File: src/rtl/seg7_mux.sv
// rtl/seg7_mux.sv - two-digit multiplexed seven-segment driver with dead time, PWM dimming and double-buffered data
module seg7_mux #(
    parameter int DigitCycles = 25000,
    parameter int BlankCycles = 500
) (
    input  logic       clk_sys_i,
    input  logic       rst_sys_i,
    input  logic [7:0] value_i,
    input  logic [1:0] blank_i,
    input  logic       valid_i,
    input  logic [3:0] brightness_i,
    output logic [6:0] seg_o,
    output logic       sel_o,
    output logic       frame_start_o
);

    localparam int MaxCycles = (DigitCycles > BlankCycles) ? DigitCycles : BlankCycles;
    localparam int CntW      = (MaxCycles > 1) ? $clog2(MaxCycles) : 1;

    localparam logic [CntW-1:0] DigitLast = CntW'(DigitCycles - 1);
    localparam logic [CntW-1:0] BlankLast = CntW'(BlankCycles - 1);

    typedef enum logic [1:0] {
        BLANK0 = 2'd0,
        SHOW0  = 2'd1,
        BLANK1 = 2'd2,
        SHOW1  = 2'd3
    } state_e;

    state_e          state_q, state_d;
    logic [CntW-1:0] cnt_q, cnt_d;
    logic            phase_end;
    logic            frame_end;
    logic [3:0]      pwm_q, pwm_d;

    logic [7:0]      pend_value_q;
    logic [1:0]      pend_blank_q;
    logic            pend_flag_q;
    logic [7:0]      shadow_value_q;
    logic [1:0]      shadow_blank_q;

    logic [3:0]      digit;
    logic            digit_blank;
    logic [6:0]      decoded;
    logic [6:0]      seg_d;
    logic            sel_d;

    // Next-state and phase counter: each state runs for its length, then the counter restarts
    always_comb begin
        state_d   = state_q;
        phase_end = 1'b0;
        cnt_d     = cnt_q + CntW'(1);
        case (state_q)
            BLANK0: begin
                phase_end = (cnt_q == BlankLast);
                if (phase_end) state_d = SHOW0;
            end
            SHOW0: begin
                phase_end = (cnt_q == DigitLast);
                if (phase_end) state_d = BLANK1;
            end
            BLANK1: begin
                phase_end = (cnt_q == BlankLast);
                if (phase_end) state_d = SHOW1;
            end
            SHOW1: begin
                phase_end = (cnt_q == DigitLast);
                if (phase_end) state_d = BLANK0;
            end
            default: state_d = BLANK0;
        endcase
        if (phase_end) cnt_d = '0;
        frame_end = (state_q == SHOW1) && phase_end;
        pwm_d     = pwm_q + 4'd1;
    end

    // Output selection, computed for the state being entered so registered outputs line up with it
    always_comb begin
        sel_d       = (state_d == BLANK1) || (state_d == SHOW1);
        digit       = sel_d ? shadow_value_q[7:4] : shadow_value_q[3:0];
        digit_blank = sel_d ? shadow_blank_q[1] : shadow_blank_q[0];
        case (digit)
            4'h0: decoded = 7'h3F;
            4'h1: decoded = 7'h06;
            4'h2: decoded = 7'h5B;
            4'h3: decoded = 7'h4F;
            4'h4: decoded = 7'h66;
            4'h5: decoded = 7'h6D;
            4'h6: decoded = 7'h7D;
            4'h7: decoded = 7'h07;
            4'h8: decoded = 7'h7F;
            4'h9: decoded = 7'h6F;
            4'hA: decoded = 7'h77;
            4'hB: decoded = 7'h7C;
            4'hC: decoded = 7'h39;
            4'hD: decoded = 7'h5E;
            4'hE: decoded = 7'h79;
            default: decoded = 7'h71;
        endcase
        seg_d = 7'h00;
        if (((state_d == SHOW0) || (state_d == SHOW1)) && !digit_blank && (pwm_d <= brightness_i)) begin
            seg_d = decoded;
        end
    end

    // State, phase counter, free-running PWM counter and registered outputs
    always_ff @(posedge clk_sys_i) begin
        if (rst_sys_i) begin
            state_q       <= BLANK0;
            cnt_q         <= '0;
            pwm_q         <= 4'd0;
            seg_o         <= 7'h00;
            sel_o         <= 1'b0;
            frame_start_o <= 1'b0;
        end else begin
            state_q       <= state_d;
            cnt_q         <= cnt_d;
            pwm_q         <= pwm_d;
            seg_o         <= seg_d;
            sel_o         <= sel_d;
            frame_start_o <= frame_end;
        end
    end

    // Double buffer: strobes land in pending; shadow only moves at the frame boundary so a frame never tears
    always_ff @(posedge clk_sys_i) begin
        if (rst_sys_i) begin
            pend_value_q   <= 8'h00;
            pend_blank_q   <= 2'b11;
            pend_flag_q    <= 1'b0;
            shadow_value_q <= 8'h00;
            shadow_blank_q <= 2'b11;
        end else begin
            if (frame_end && pend_flag_q) begin
                shadow_value_q <= pend_value_q;
                shadow_blank_q <= pend_blank_q;
                pend_flag_q    <= 1'b0;
            end
            if (valid_i) begin
                pend_value_q <= value_i;
                pend_blank_q <= blank_i;
                pend_flag_q  <= 1'b1;
            end
        end
    end

endmodule

File: config.mk
export PLATFORM = sky130hd
export DESIGN_NAME = seg7_mux
export DESIGN_NICKNAME = d
export VERILOG_FILES = /design/src/rtl/seg7_mux.sv
export SDC_FILE = /design/constraint.sdc
export NUM_CORES = 1
export LEC_CHECK = 0
export BUFFER_PORTS_ARGS = -buffer_cell sky130_fd_sc_hd__buf_2
export CORE_UTILIZATION = 60
export DETAILED_ROUTE_END_ITERATION = 8
export GPL_ROUTABILITY_DRIVEN = 0
export HOLD_SLACK_MARGIN = 0.1
export MAX_ROUTING_LAYER = met4
export PLACE_DENSITY_LB_ADDON = 0.12
export RECOVER_POWER = 50
export SLEW_MARGIN = 20
export SYNTH_ARGS = -nofsm -noshare
export SYNTH_HDL_FRONTEND = slang
export SYNTH_SLANG_ARGS = --single-unit
File: constraint.sdc
create_clock -name clk_sys_i -period 6 [get_ports clk_sys_i]
set_clock_uncertainty 0.05 [all_clocks]
set_input_delay 0.6 -clock clk_sys_i [delete_from_list [all_inputs] [get_ports clk_sys_i]]
set_output_delay 0.6 -clock clk_sys_i [all_outputs]
set_load 0.05 [all_outputs]
# == Word level (Yosys, flattened, before mapping) ==
# Memories as Yosys holds them, arrays and structs flattened. A register that Yosys moved wholly into a read port is not among the register bits.
# Index checks and enable logic that the tools add are counted.
# word_totals
reg_bits,44
rom_bits,112
inputBits,17
out_inout_bits,9
wordCells,46
memories,1
# classes
n_addsub,2
order_cmp,1
eq_ne,8
n_mux,10
n_bitwise,1
n_reduce_logical,13
# memory_table
memory,words,word_bits,read_ports,rd_clocked_by_memory_dff,wr,line_no,source
(name not given),16,7,1,1,0,82,case (digit)
# op_table
operator,n
15-bit by 1-bit adder with 15-bit output (second input constant),1
15-bit equality test (second input constant),1
15-bit by 9-bit equality test with 1-bit output (second input constant),1
2-bit equality test (second input constant),4
2-bit two-way mux,4
2-bit case mux with 4 select lines,1
2-bit OR reduction,4
4-bit by 1-bit adder with 4-bit output (second input constant),1
2-bit by 1-bit equality test with 1-bit output (second input constant),2
4-bit less-or-equal comparator,1
1-bit logical AND,4
4-bit two-way mux,1
1-bit two-way mux,3
2-bit logical NOT,1
1-bit logical OR,2
1-bit case mux with 2 select lines,1
2-bit nonzero test,1
1-bit logical NOT,1
1-bit NOT,1

# == Depth between registers and ports, before layout ==
# Gate-level depths: netlist of run 1.
# logic_depth
ltp_word,11
ltp_mapped,14
ltp_nobuf,13

# == Worst setup path before layout of run 1 ==
# OpenSTA, ideal clock, no wires.
# synth_timing
path_type,reg-to-reg
start,reg cnt_q[12]
end,reg seg_o[3]
arrival_time_ns,3.151
slack_ns,2.704
path_stages_with_launch,14
synth_period_minus_slack_ns,3.296
cell_sequence,dfxtp_1 or4b_4 nor4_4 xor2_1 clkbuf_1 nor2_1 a21oi_1 inv_1 ha_1 nand2b_1 o31ai_1 a31oi_1 o32ai_1 a221oi_1
# synth_via
elab_chain_len,11
word_cells_on_any_way,19
classes_between,eq/ne: 5; mux: 7; bitwise: 1; reduce/logical: 6
# synth_rtl
item,line_no,source
start: declaration,31,"logic [CntW-1:0] cnt_q, cnt_d;"
start signal: assignment,117,cnt_q <= cnt_d;
15-bit equality test / 15-bit by 9-bit equality test with 1-bit output (equally long branches),-,
"2-bit two-way mux, on equally long branches",-,
2-bit case mux with 4 select lines (*),53,case (state_q)
"2-bit equality test, on equally long branches","79, 101",
1-bit logical OR,79,sel_d = (state_d == BLANK1) || (state_d == SHOW1);
1-bit two-way mux,81,digit_blank = sel_d ? shadow_blank_q[1] : shadow_blank_q[0];
1-bit logical NOT,101,if (((state_d == SHOW0) || (state_d == SHOW1)) && !digit_blank && (pwm_d <= brightness_i)) begin
1-bit logical AND (2 in series),101,
1-bit NOT (no line),-,
2-bit OR reduction (no line),-,
end: declaration,12,"output logic [6:0] seg_o,"
# Mark *: on every way between the ends. The rest lies on a longest branch, timed or not.
# A chain may end at the register's enable or synchronous reset.

# == Worst setup path after layout of run 1 ==
# Ends and elaborated chain as after synthesis.

==> summary.txt, run 1 <==
Detailed routing
  – Routed Antenna Nets: 0
  – WL per Instance: 13.1 um
  – Drt pass-1 iters: 4
  – Final wirelength: 4.61 mm
  – Via/cell ratio: 5.60
  – DRC Markers: 0
  – DRT iter0 DRCs: 205
  – Vias: 1977

Clock network
  – Clk Latency, worst-skew pair: 0.31 ns
  – Hold buffers post-CTS: 0
  – Num CTS Buffers: 5
  – Clock buffer depth: 2
  – Post-CTS resize count: 0
  – CTS tree: done
  – Clk sinks: 50
  – Htree depth: 2
  – Clk slew on worst S/H paths: 0.09 ns
  – Root buffer cell: clkbuf_8
  – Postcts setup bufs: 0

GRT
  – Largest net degree at the start of global routing: 30
  – Vias in the first global route: 1861
  – Total grt overflow: 0
  – Total track usage: 25.2%
  – Antenna violations before repair: 0
  – First-pass GRT wire length: 8.05 mm

Status
  – Failing checks: capacitance limit, slew limit
  – Status: finished with violations

Final layout
  – Layout cell share with drive strength beyond 1: 8.52%
  – Area of the multi-input gates: 1300 um2
  – Post-route cell area: 2640 um2
  – # fillers: 315
  – Final #Nets: 333
  – # diodes: 0
  – Layout area overhead: 9.06%
  – Reg area: 1000 um2

Die
  – Initial Utilization: 64.1%
  – Total die area: 4290 um2
  – Ports: 26
  – Row count: 22
  – Core area: 3770 um2
  – Die height: 65.5 um
  – Chip width: 65.5 um

Setup path
  – Critical path class: register to register
  – Crit start category: register
  – CP Data Required Time: 6.17 ns
  – CP max FO: 13
  – Critical path's largest stage delay: 1.20 ns
  – CP Capture Type: register
  – Critical path's slowest cell: nor4_1
  – Cell Chain, Critical Path: or4b_1 -> nor4_1 -> xor2_1 -> nor2_1 -> a21oi_1 -> inv_1 -> ha_1 -> nand2b_1 -> o31ai_1 -> a31oi_1 -> o32ai_1 -> a221oi_1
  – Arr. time, crit path: 4.68 ns

Power
  – Leak Pwr: 1.06 nW
  – PD cells: 231 nW/um2
  – Worst ir drop on vdd: 131 uV

Synth
  – Seq/Total Area, Yosys: 41.4%
  – Post-synth EDFFs: 0
  – Cell Area, Synth: 2420 um2
  – Top FF cell, synth: dfxtp_1
  – Netlist cell types: 45
  – Post-synth ARST share: 0%
  – Post-synth net total: 313
  – Share of the synthesized area in the top cell type: 41.4%
  – Mean Syn Cell Area: 8.51 um2
  – Synthesized flop and latch total: 50
  – Yosys warning count: 0
  – Mapped Cells: 284
  – Area contributors post-synth: dfxtp_1 41%, ha_1 6.2%, nand2_1 6.1%
  – Post-synth top area cell: dfxtp_1

Placement
  – # port buffers: 25
  – DP Area: 2560 um2
  – Detail Placement HPWL: 3.28 mm

Run
  – MaxCap Viol Count: 1

Worst hold path
  – Hold Crit Class: register to register

Timing
  – Slew Viols, Final: 1
  – Slew @ Worst Pin: 1.49 ns
  – Final min period: 4.51 ns
  – Setup TNS Final: 0 ns
  – Hold WS: 0.404 ns
  – Max-slew headroom: -0.559%
  – Final Cycle Share: 75.2%
  – Fmax: 0.222 GHz
  – Unrepaired setup endpoints after global routing: no
  – Final hold vios: 0
  – Endpoints failing setup: 0
==> state kept, by name, summed over array words and instances, names as in the netlist <==
register	flops
shadow_value_q	8
frame_start_o	1
state_q	1
seg_o	7
cnt_q	15
shadow_blank_q	2
sel_o	1
pend_flag_q	1
pend_value_q	8
pend_blank_q	2
pwm_q	4
==> worst max-delay path, delay by kind of cell (launching register included) <==
family | cells | cell delay [ns]
buffers and inverters | 1 | 0.12
AND/OR/NAND/NOR | 4 | 1.98
AO/OA/AOI/OAI | 5 | 0.90
flip-flops | 1 | 0.35
XOR/XNOR | 1 | 0.71
adder cells (fa/ha/maj) | 1 | 0.32
==> per-stage QoR <==
step / power, mW / util, % / std cells / setup WS (ns)
2_1_floorplan: 0.374 / - / 284 / 2.70
3_3_place_gp: 0.383 / 67.9 / 345 / 2.39
3_5_place_dp: 0.384 / 67.9 / 345 / 2.22
4_1_cts: 0.616 / 70.8 / 353 / 2.19
5_1_grt: 0.637 / 69.9 / 353 / 1.00
6_report: 0.610 / 69.9 / 353 / 1.49
==> path summary, 6_finish.rpt <==
check	slack, ns	start	to	cells past startpoint
max	1.49	cnt_q[12]	seg_o[3]	12
min	0.40	cnt_q[0]	cnt_q[0]	1
max reg2reg	1.49	cnt_q[12]	seg_o[3]	12
min reg2reg	0.40	cnt_q[0]	cnt_q[0]	1
==> synth_stat cells (all sizes together), types with 4 or more instances <==
cell type and instances:
a21oi 18, nand3 11, o21ai 6, xor2 10, nor3 4, nand2 39, nor4 5, xnor2 8
dfxtp 50, nor2b 7, clkbuf 9, nor2 37, ha 12, inv 12, buf 4, mux2i 11
==> metal layers <==
layer / GRT usage [%] / share of wire, % / wire (um) / vias up
met5: - / 0 / 0 / -
met4: 14.1 / 2.5 / 116 / 0
met3: 6.08 / 4.5 / 207 / 13
met2: 38.9 / 47 / 2160 / 55
met1: 30.1 / 46 / 2130 / 892
li1: - / - / - / 1017
==> layout make-up <==
class                      instances  area share (%)
inverter                          12            1.71
tap                               48            2.28
multi-input combinational        209            49.5
clock inverter                     2            1.42
clock buffer                       6            2.75
sequential                        50            38.0
timing repair buffer              26            4.41
==> power by group <==
group          leakage [nW]  switching [mW]  internal, mW
combinational         0.600          0.0162        0.0151
sequential            0.407         0.00523         0.340
clock                0.0514           0.109         0.124
==> logic make-up (layout without fill, tap and decap cells) <==
family,count (synthesis),in the layout,share of synthesized area [%]
simple gates,123,123,24.9
mux,14,14,5.95
xor+xnor,18,18,6.52
flops,50,50,41.4
buf+inv,25,46,3.88
fa+ha+maj,12,12,6.21
compound gates,42,42,11.1
==> cells in the final DEF, fill, tap and decap left out, drive strengths merged, types with 3 or more instances in the layout <==
| cell | count |
|---|---|
| nand3 | 11 |
| nor2 | 37 |
| nand4 | 3 |
| a2111oi | 3 |
| dfxtp | 50 |
| ha | 12 |
| a21oi | 18 |
| buf | 15 |
| xor2 | 10 |
| nand2 | 39 |
| mux2i | 11 |
| mux2 | 3 |
| nor4 | 5 |
| o21ai | 6 |
| clkbuf | 17 |
| nand3b | 3 |
| xnor2 | 8 |
| nor2b | 7 |
| inv | 12 |
| nor3 | 4 |
Note: power is estimated with default switching activity, not from simulation.
==> inputs of run 2 (changes only) <==
Settings changed: ABC_AREA set to 1, CORE_UTILIZATION 60 to 52.
Clock period 6 ns to 3.93 ns, I/O delays scaled along.
==> run 2 against run 1 <==
  * The run now ends clean
  * Routed wire length fell by 13%
  * Final area rose by 0.62%
  * Clock-buffer cell count did not move
==> summary.txt, run 2 <==
Status
  – Status: complete, no violations

Die
  – Core area: 4410 um2 (+17%)
  – Total die area: 4950 um2 (+16%)
  – Chip width: 70.4 um (+7.5%)
  – Die height: 70.4 um (+7.5%)
  – Initial Utilization: 55.1% (-9.0 points)
  – Ports: 26 (unchanged)
  – Row count: 24 (+9.1%)

Timing
  – Final WS setup: 1.06 ns (-0.425 ns)
  – Unrepaired setup endpoints after global routing: no
  – Final min period: 2.87 ns (-1.65 ns)
  – Setup TNS Final: 0 ns (unchanged)
  – Final Cycle Share: 73.0% (-2.2 points)
  – Slew Viols, Final: 0 (-1)
  – Slew @ Worst Pin: 0.618 ns (-0.876 ns)
  – Endpoints failing setup: 0 (unchanged)
  – Final hold vios: 0 (unchanged)
  – Max-slew headroom: 58.9% (+60 points)
  – Fmax: 0.349 GHz (+57%)

Detailed routing
  – DRT iter0 DRCs: 64 (-69%)
  – Via/cell ratio: 4.85 (-13%)
  – Vias: 1868 (-5.5%)
  – Drt pass-1 iters: 4 (unchanged)
  – WL per Instance: 10.4 um (-20%)
  – Final wirelength: 4.02 mm (-13%)
  – DRC Markers: 0 (unchanged)
  – Routed Antenna Nets: 0 (unchanged)

Final layout
  – Layout area overhead: 9.11% (about the same)
  – Largest register by flop count: cnt_q
  – # diodes: 0 (unchanged)
  – Max FFs per register: 15 (unchanged)
  – Leading registers by flop count: cnt_q x15, pend_value_q x8, shadow_value_q x8
  – Commonest non-fill, non-tap cell in the layout: dfxtp_1
  – Commonest cells after routing, fill and taps aside: 50 x dfxtp_1, 40 x inv_1, 37 x nand2_1
  – Layout cell share with drive strength beyond 1: 17.1% (+8.6 points)
  – # fillers: 442 (+40%)
  – Final non-filler cell total: 385 (+9.1%)
  – Final #Nets: 361 (+8.4%)

GRT
  – Vias in the first global route: 1709 (-8.2%)
  – Total track usage: 18.7% (-6.5 points)
  – Antenna violations before repair: 0 (unchanged)
  – Total grt overflow: 0 (unchanged)
  – First-pass GRT wire length: 7.16 mm (-11%)
  – Largest net degree at the start of global routing: 20 (-33%)

Synth
  – Post-synth ARST share: 0% (unchanged)
  – Top FF cell, synth: dfxtp_1
  – Yosys warning count: 0 (unchanged)
  – Seq/Total Area, Yosys: 41.2% (-0.23 points)
  – Mapped Cells: 304 (+7.0%)
  – Area contributors post-synth: dfxtp_1 41%, a21oi_1 6.2%, ha_1 6.2%
  – Share of the synthesized area in the top cell type: 41.2% (-0.23 points)
  – Netlist cell types: 38 (-16%)
  – Post-synth net total: 333 (+6.4%)
  – Cell Area, Synth: 2430 um2 (+0.57%)
  – Synthesized flop and latch total: 50 (unchanged)
  – List of most frequent post-synthesis cells: 50 x dfxtp_1, 40 x inv_1, 35 x nand2_1, 30 x a21oi_1, 27 x nor2_1
  – Post-synth EDFFs: 0 (unchanged)
  – Mean Syn Cell Area: 8.00 um2 (-6.0%)
  – Most common cell in the netlist: dfxtp_1
  – Post-synth top area cell: dfxtp_1

Setup path
  – CP Capture Type: register
  – Crit start category: register
  – Largest delay share family, worst path: simple AND/OR/NAND/NOR gates
  – Critical path's largest stage delay: 0.41 ns (-0.79 ns)
  – Most frequent CP cell: nand2_1
  – Critical path's slowest cell: nand2_1
  – CP max FO: 9 (-4)
  – Arr. time, crit path: 3.02 ns (-1.66 ns)
  – Critical path class: register to register
  – Worst Path Buf+Inv: 2 (+1)
  – Cell Chain, Critical Path: ha_1 -> nand2_1 -> clkinv_1 -> nand2_1 -> nor2_1 -> nand3_1 -> nand2_1 -> nand2_2 -> nand2_2 -> inv_1 -> ha_1 -> or2_0 -> o21ai_1 -> nor2_1
  – CP Data Required Time: 4.08 ns (-2.09 ns)

Run
  – MaxCap Viol Count: 0 (-1)

Clock network
  – Clk slew on worst S/H paths: 0.09 ns (about the same)
  – Clock buffer depth: 2 (unchanged)
  – Clk sinks: 50 (unchanged)
  – Post-CTS resize count: 0 (unchanged)
  – Hold buffers post-CTS: 0 (unchanged)
  – Htree depth: 2 (unchanged)
  – Clk Latency, worst-skew pair: 0.30 ns (about the same)
  – Postcts setup bufs: 0 (unchanged)
  – CTS tree: done
  – Root buffer cell: clkbuf_8
  – Num CTS Buffers: 5 (unchanged)

Worst hold path
  – Hold Crit Class: primary input to register

Power
  – Worst ir drop on vdd: 228 uV (+74%)
  – PD cells: 351 nW/um2 (+52%)
  – Leak Pwr: 1.12 nW (+5.7%)

Placement
  – Post-Place Setup Slack: 1.60 ns (-0.619 ns)
  – Placed cell count: 377 (+9.3%)
  – # port buffers: 25 (unchanged)
  – Detail Placement HPWL: 3.02 mm (-8.0%)
## run 2: path summary, 6_finish.rpt
kind | cells after the start | to | from | slack [ns]
setup / recovery | 14 | seg_o[1] | cnt_q[0] | 1.06
hold / removal | 3 | pend_blank_q[0] | blank_i[0] | 0.25
setup reg to reg | 14 | seg_o[1] | cnt_q[0] | 1.06
hold reg to reg | 1 | cnt_q[0] | cnt_q[0] | 0.40
## run 2: routing by layer
metal | up-vias | wire (um) | global-route usage (%)
li1 | 1035 | - | -
met1 | 798 | 2040 | 22.3
met2 | 30 | 1780 | 30.2
met3 | 5 | 136 | 4.47
met4 | 0 | 54 | 8.00
met5 | - | 0 | -
## run 2: cells by family (layout without fill, tap and decap cells)
group                      after synthesis  in the layout  share of synthesized area, %
adders and majority gates               12             12                          6.18
buffers and inverters                   52             81                          8.44
AOI/OAI and AO/OA                       64             64                          14.1
xor gates and xnor gates                 5              5                          1.80
and+or+nand+nor                        121            121                          28.3
DFF                                     50             50                          41.2
## run 2: final cells by class
class                   instances  area, um2  share of cell area, %
clock inverters                 2       37.5                   1.42
inverters                      47        179                   6.75
multi-input cells             202       1180                   44.4
repair buffers                 26        120                   4.53
clock buffers                   6       72.6                   2.74
flip-flops and latches         50       1000                   37.7
well taps                      52       65.1                   2.45
## run 2: where the power goes
part	leakage [nW]	internal (mW)	total, mW	switching [mW]
clock network	0.0514	0.190	0.356	0.166
logic	0.660	0.0218	0.0512	0.0293
registers	0.407	0.519	0.524	0.00520
total	1.12	0.731	0.932	0.201
## run 2: metrics by stage
step                      hold slack [ns]  util [%]  power (mW)  cell area, um2
final                               0.254      60.1       0.932            2650
after CTS                           0.244      61.5       0.946            2710
after global routing                0.250      60.1       0.974            2650
after detailed placement            0.391      59.0       0.589            2600
after floorplan                     0.363         -       0.571            2430
after global placement              0.375      59.0       0.586            2600
## run 2: worst min-delay path, stage by stage
cell     delay, ns
buf_2         0.08
a21oi_1       0.05
o21ai_0       0.06
